File: config.mk
export PLATFORM = sky130hd
export DESIGN_NAME = multdiv_unit
export DESIGN_NICKNAME = d
export VERILOG_FILES = /design/src/rtl/multdiv_unit.sv
export SDC_FILE = /design/constraint.sdc
export NUM_CORES = 1
export LEC_CHECK = 0
export BUFFER_PORTS_ARGS = -buffer_cell sky130_fd_sc_hd__buf_2
export CAP_MARGIN = 20
export CELL_PAD_IN_SITES_DETAIL_PLACEMENT = 2
export CELL_PAD_IN_SITES_GLOBAL_PLACEMENT = 2
export CORE_MARGIN = 8
export CORE_UTILIZATION = 33
export CTS_CLUSTER_DIAMETER = 50
export DETAILED_ROUTE_END_ITERATION = 8
export PLACE_DENSITY = 0.87
export SLEW_MARGIN = 5
export SYNTH_ARGS = -nofsm -noshare
export SYNTH_HDL_FRONTEND = slang
export SYNTH_SLANG_ARGS = --single-unit
File: constraint.sdc
create_clock -name clock -period 4.7 [get_ports clock]
set_input_delay 0.235 -clock clock [delete_from_list [all_inputs] [get_ports clock]]
set_output_delay 0.235 -clock clock [all_outputs]
set_load 0.05 [all_outputs]
File: src/rtl/multdiv_unit.sv
// Iterative signed multiply/divide unit: radix-2 Booth multiply, restoring divide on magnitudes.
// Fixed latency of WIDTH iterations after the accept edge; one-cycle result-ready pulse.
module multdiv_unit #(
    parameter int WIDTH = 32
) (
    input  logic             clock,
    input  logic             reset,
    input  logic [WIDTH-1:0] data_operandA,
    input  logic [WIDTH-1:0] data_operandB,
    input  logic             ctrl_MULT,
    input  logic             ctrl_DIV,
    output logic [WIDTH-1:0] data_result,
    output logic             data_exception,
    output logic             data_resultRDY,
    output logic             busy
);
    localparam int CW = $clog2(WIDTH);

    typedef enum logic [1:0] {IDLE, RUN, DONE} state_t;

    state_t state, state_next;

    logic             op_mul, neg, div_zero, div_ovf;
    logic [WIDTH-1:0] operand;
    logic [WIDTH:0]   acc_hi;
    logic [WIDTH-1:0] acc_lo;
    logic             acc_q;
    logic [CW-1:0]    count;

    logic start, accept, last;
    logic [WIDTH-1:0] abs_a, abs_b;

    assign start          = ctrl_MULT | ctrl_DIV;
    assign accept         = start && (state == IDLE || state == DONE);
    assign last           = (state == RUN) && (count == CW'(WIDTH - 1));
    assign busy           = (state != IDLE);
    assign data_resultRDY = (state == DONE);

    // Unsigned magnitudes: the most negative value maps to 2^(WIDTH-1) without wrap.
    assign abs_a = data_operandA[WIDTH-1] ? -data_operandA : data_operandA;
    assign abs_b = data_operandB[WIDTH-1] ? -data_operandB : data_operandB;

    always_ff @(posedge clock or posedge reset) begin
        if (reset) state <= IDLE;
        else       state <= state_next;
    end

    always_comb begin
        state_next = state;
        case (state)
            IDLE:    if (start) state_next = RUN;
            RUN:     if (last)  state_next = DONE;
            DONE:    state_next = start ? RUN : IDLE;
            default: state_next = IDLE;
        endcase
    end

    // Booth step; acc_hi carries one guard bit so adding the most negative multiplicand cannot overflow.
    logic [WIDTH:0]     addend, mul_sum, mul_hi_n;
    logic [WIDTH-1:0]   mul_lo_n;
    logic [2*WIDTH-1:0] product;
    logic [WIDTH:0]     prod_top;
    logic               mul_exc;

    always_comb begin
        addend = '0;
        case ({acc_lo[0], acc_q})
            2'b01:   addend = {operand[WIDTH-1], operand};
            2'b10:   addend = -{operand[WIDTH-1], operand};
            default: addend = '0;
        endcase
        mul_sum  = acc_hi + addend;
        mul_hi_n = {mul_sum[WIDTH], mul_sum[WIDTH:1]};
        mul_lo_n = {mul_sum[0], acc_lo[WIDTH-1:1]};
        product  = {mul_hi_n[WIDTH-1:0], mul_lo_n};
        prod_top = product[2*WIDTH-1:WIDTH-1];
        mul_exc  = !((&prod_top) || !(|prod_top));
    end

    logic [WIDTH:0]   shifted, div_hi_n;
    logic [WIDTH+1:0] diff;
    logic             ge;
    logic [WIDTH-1:0] div_lo_n, div_result;

    always_comb begin
        shifted    = {acc_hi[WIDTH-1:0], acc_lo[WIDTH-1]};
        diff       = {1'b0, shifted} - {2'b00, operand};
        ge         = !diff[WIDTH+1];
        div_hi_n   = ge ? diff[WIDTH:0] : shifted;
        div_lo_n   = {acc_lo[WIDTH-2:0], ge};
        div_result = div_zero ? '0 : (neg ? -div_lo_n : div_lo_n);
    end

    always_ff @(posedge clock or posedge reset) begin
        if (reset) begin
            op_mul         <= 1'b0;
            neg            <= 1'b0;
            div_zero       <= 1'b0;
            div_ovf        <= 1'b0;
            operand        <= '0;
            acc_hi         <= '0;
            acc_lo         <= '0;
            acc_q          <= 1'b0;
            count          <= '0;
            data_result    <= '0;
            data_exception <= 1'b0;
        end else if (accept) begin
            op_mul   <= ctrl_MULT;
            operand  <= ctrl_MULT ? data_operandA : abs_b;
            acc_hi   <= '0;
            acc_lo   <= ctrl_MULT ? data_operandB : abs_a;
            acc_q    <= 1'b0;
            count    <= '0;
            neg      <= data_operandA[WIDTH-1] ^ data_operandB[WIDTH-1];
            div_zero <= (data_operandB == '0);
            div_ovf  <= (data_operandA == {1'b1, {(WIDTH-1){1'b0}}}) && (data_operandB == '1);
        end else if (state == RUN) begin
            count <= count + 1'b1;
            if (op_mul) begin
                acc_hi <= mul_hi_n;
                acc_lo <= mul_lo_n;
                acc_q  <= acc_lo[0];
            end else begin
                acc_hi <= div_hi_n;
                acc_lo <= div_lo_n;
            end
            if (last) begin
                data_result    <= op_mul ? product[WIDTH-1:0] : div_result;
                data_exception <= op_mul ? mul_exc : (div_zero | div_ovf);
            end
        end
    end
endmodule
* Word level (Yosys, flattened, before mapping) *
Index checks and enable logic that the tools add are counted.

word-level totals
  register bits = 142
  input bits = 68
  output and inout bits = 35
  word-level logic and storage cells = 75

operators by class
  add/sub/neg operators = 7
  equality and inequality tests = 9
  multiplexer cells = 25
  bitwise operators = 4
  reductions and logical operators = 18

operator list
  cell                  count
  $mux 32               10
  $mux 33               4
  $neg 32->32           3
  $pmux 33 s2           1
  $eq 32x32->1 const B  2
  $sub 33x32->34        1
  $add 33x33->33        1
  $neg 33->33           1
  $reduce_and 33->1     1
  $reduce_or 33->1      1
  $logic_not 32->1      1
  $mux 5                2
  $pmux 2 s3            1
  $reduce_bool 2->1     3
  $add 5x1->5 const B   1
  $eq 5x5->1 const B    1
  $mux 1                5
  $eq 2x1->1 const B    2
  $eq 2x2->1 const B    2
  $mux 2                2
  $ne 2x2->1 const B    2
  $reduce_and 2->1      2
  $logic_and 1x1->1     3
  $logic_not 1->1       3
  6 further kinds       8

* Depth between registers and ports, before layout *
  depth in word-level cells = 8
  depth in mapped cells = 24
  mapped depth without buffers = 23

* Worst setup path after synthesis *
No wires, ideal clock.

  path type = register to register
  start point = register operand[1]
  end point = register data_exception
  library setup time = 0.121 ns
  arrival = 4.459 ns
  data required time = 4.579 ns
  slack = 0.120 ns
  cell stages (with the launch flop) = 21
  path buffers = 0
  period minus slack after synthesis = 4.580 ns
  cell sequence = dfrtp_1 or4_1 nor2_1 nand3_1 nor4_2 nand3_1 nor3_1 nand3_1 xnor2_1 a22oi_1 nor2_1 ha_1 a21oi_1 o21ai_0 a211o_1 o21ai_1 xnor2_1 nand3_1 or4_1 o22ai_1 nor2_1

on the way
  word-level cells in the longest chain between the ends = 8
  elaborated cells between the ends (all ways) = 9
  classes of those cells = 2 x add/sub; 2 x mux; 5 x reduce/logical

ends and longest elaborated chain
  element                   RTL line  source
  start: declaration        24        logic [WIDTH-1:0] operand;
  start signal: assignment  109       operand <= ctrl_MULT ? data_operandA : abs_b;
  $neg 33->33               69        2'b10: addend = -{operand[WIDTH-1], operand};
  $pmux 33 s2 (*)           67        case ({acc_lo[0], acc_q})
  $add 33x33->33 (*)        72        mul_sum = acc_hi + addend;
  $reduce_or 33->1          77        mul_exc = !((&prod_top) || !(|prod_top));
  $logic_not 1->1           77
  $logic_or 1x1->1 (*)      77
  $logic_not 1->1 (*)       77
  $mux 1 (*)                129       data_exception <= op_mul ? mul_exc : (div_zero | div_ovf);
  end signal: assignment    129
  end: declaration          13        output logic data_exception,

Mark *: on every way between the ends. The rest lies on a longest branch, timed or not.
A chain may end at the register's enable or synchronous reset.

* Worst setup path in the final report *
  start point = register operand[12]
  end point = register data_exception

The elaborated chain is that of the path after synthesis.

==> results.txt <==
Area Overhead vs Synth: 27.36%
wire length per cell: 32.95 um
die area: 50030 um2
largest net degree at the start of global routing: 100
drt first pass iters: 5
Die Wd: 223.7 um
most used flip-flop cell after synthesis: dfrtp_1
final hold violations: 0
Placeable Area: 42790 um2
Starting Density: 33.26%
Final Slew Violations: 0
Total Routing Usage GR: 29.04%
WP data arrival: 5.75 ns
post-route ant nets: 0
TritonCTS buffer count: 17
Worst setup SP type: flop
Reg clk slew, reported paths: 0.07 ns
deepest clock path buffer count: 2
Die Y: 223.7 um
R2R depth: 22
Crit. End Element: flop
post-synthesis cell count: 1928
TNS Setup: -3.981 ns
most frequent cells in the layout: buf_4, nand2_1, nor2_1, o21ai_0, a21oi_1
first-pass GRT wire length: 115000 um
Max Freq: 185.5 MHz
ys async rst share: 100.0%
Placer Congestion: 0.9324
Worst Hold Class: in -> async
failing checks: setup timing
Routed WL: 88630 um
Slew @ Worst Pin: 1.300 ns
initial antenna violation count: 4
register area share after synthesis: 24.97%
vias in the first global route: 19130
Avg Cell Area, Syn: 7.382 um2
Critical Path RT: 5.06 ns
Max Clock Skew: 0.01490 ns
Post-synth EDFFs: 0
Cell Area, Placed: 16380 um2
min cycle time layout: 5.390 ns
# DRC: 0
Final nets: 2272
Detailed Place HPWL: 51690 um
reg2reg end: data_exception$_DFFE_PP0P_
GR Overflow Total: 0
CTS Sinks: 142
fraction of layout cells with a size suffix above 1: 24.42%
Port Buffers: 102
final worst slack: -0.6902 ns
CP Class: reg -> reg
Via density: 6.830
synth warn: 0
CP max FO: 3
post-synthesis net count: 2071
Root Driver: clkbuf_16
RSZ-0062 raised after global routing: true
Non-Filler Instances: 2690
max_cap viols: 0
outcome: complete, but fails checks
Final Cell Area: 18130 um2
synth unique cells: 75
cell area after synthesis: 14230 um2
Reg2Reg Setup Slack: -0.69 ns
DR iter-0 viols: 1529
slew margin rel.: 13.31%
placed cells: 2635
Top Ports: 103
total number of vias: 18370
Clock Latency Late Sink: 0.48 ns
Rows: 76
final cycle utilization of the critical path: 114.7%
most common cell after layout, fill and taps aside: buf_4
H-tree depth: 4
CTS tree: yes
RR Startpoint: operand[12]$_DFFE_PP0P_
Hold-fix buffers, CTS: 0
synthesized flop and latch total: 142
final setup vio count: 20
[kinds of logic (layout without fill, tap and decap cells)]
logic type | count (synthesis) | after routing | synth area share (%)
AOI/OAI and AO/OA | 665 | 665 | 29.38
and+or+nand+nor | 663 | 663 | 22.01
buffers and inverters | 201 | 415 | 5.380
DFF | 142 | 142 | 24.97
xor gates and xnor gates | 141 | 141 | 8.677
adders and majority gates | 75 | 75 | 6.699
muxes | 41 | 41 | 2.883
other | 0 | 2 | 0
[layer usage]
| layer | GRT usage (%) | wire (um) |
|---|---|---|
| met5 | 0 | 13 |
| met1 | 33.31 | 33400 |
| met3 | 4.303 | 5918 |
| met4 | 16.42 | 6095 |
| met2 | 51.27 | 43200 |
[Yosys cell counts, types with 32 or more instances]
| master | instances | area share [%] |
|---|---|---|
| a211oi_1 | 34 | 1.8 |
| a21oi_1 | 168 | 5.9 |
| clkbuf_1 | 101 | 2.7 |
| dfrtp_1 | 142 | 25 |
| ha_1 | 73 | 6.4 |
| inv_1 | 69 | 1.8 |
| mux2i_1 | 41 | 2.9 |
| nand2_1 | 204 | 5.4 |
| nand3_1 | 68 | 2.4 |
| nor2_1 | 196 | 5.2 |
| nor3_1 | 32 | 1.1 |
| o211ai_1 | 55 | 2.9 |
| o21ai_0 | 190 | 6.7 |
| o31ai_1 | 36 | 1.9 |
| xnor2_1 | 62 | 3.8 |
| xor2_1 | 79 | 4.9 |
[worst max-delay path, stage by stage, from the launching register on]
cell,delay (ns)
dfrtp_1,0.45
or4_1,0.58
nor4_1,0.36
buf_4,0.24
nand3b_1,0.15
buf_4,0.19
o21ai_0,0.25
nand2_1,0.11
a21oi_1,0.14
buf_4,0.15
ha_1,0.19
buf_4,0.18
nand2_1,0.13
nor2_4,0.15
and4_1,0.26
a21boi_0,0.28
buf_4,0.19
o21ai_1,0.09
xnor2_1,0.34
nand3_1,0.14
or4_4,0.53
o22ai_2,0.10
nor2_1,0.05
[per-stage QoR]
step                      hold slack (ns)  utilization (%)  setup WS, ns
after global placement             0.4906            38.29      -0.07027
after CTS                         0.04546            40.36      -0.06831
after floorplan                    0.4158                -        0.1196
after global routing              0.07338            42.35       -0.7640
final                            0.003303            42.36       -0.6902
after detailed placement           0.5093            38.29       -0.4066
[timing repair]
item,4_1_cts,5_1_grt
gates resized for setup,67,141
setup buffers,3,18
endpoints found under the setup margin,9,22
pin swaps,16,78
[state kept, by name (all words and copies together) (netlist names)]
register,cells
data_exception,1
neg,1
data_result,32
op_mul,1
operand,32
div_ovf,1
div_zero,1
acc_q,1
state,2
acc_hi,33
acc_lo,32
count,5
[area by class of cell]
type                       count  area (um2)
sequential                   142        3558
inverter                      72       279.0
timing repair buffer         311        2161
multi-input combinational   1585       10890
clock buffer                  20       446.7
clock inverter                12       102.6
fill                        4778       24660
antenna                        2       5.005
tap                          546       683.2
[worst max path at each step]
stage	depth (start not counted)	from	endpoint
2_1_floorplan	20	operand[1]$_DFFE_PP0P_	data_exception$_DFFE_PP0P_
3_3_place_gp	20	operand[0]$_DFFE_PP0P_	data_exception$_DFFE_PP0P_
3_5_place_dp	23	operand[1]$_DFFE_PP0P_	data_exception$_DFFE_PP0P_
4_1_cts	23	operand[1]$_DFFE_PP0P_	data_exception$_DFFE_PP0P_
5_1_grt	22	operand[12]$_DFFE_PP0P_	data_exception$_DFFE_PP0P_
6_report	22	operand[12]$_DFFE_PP0P_	data_exception$_DFFE_PP0P_
Power is not shown: default switching activity piles up to over one toggle a cycle in this logic, so the estimate is an artifact.
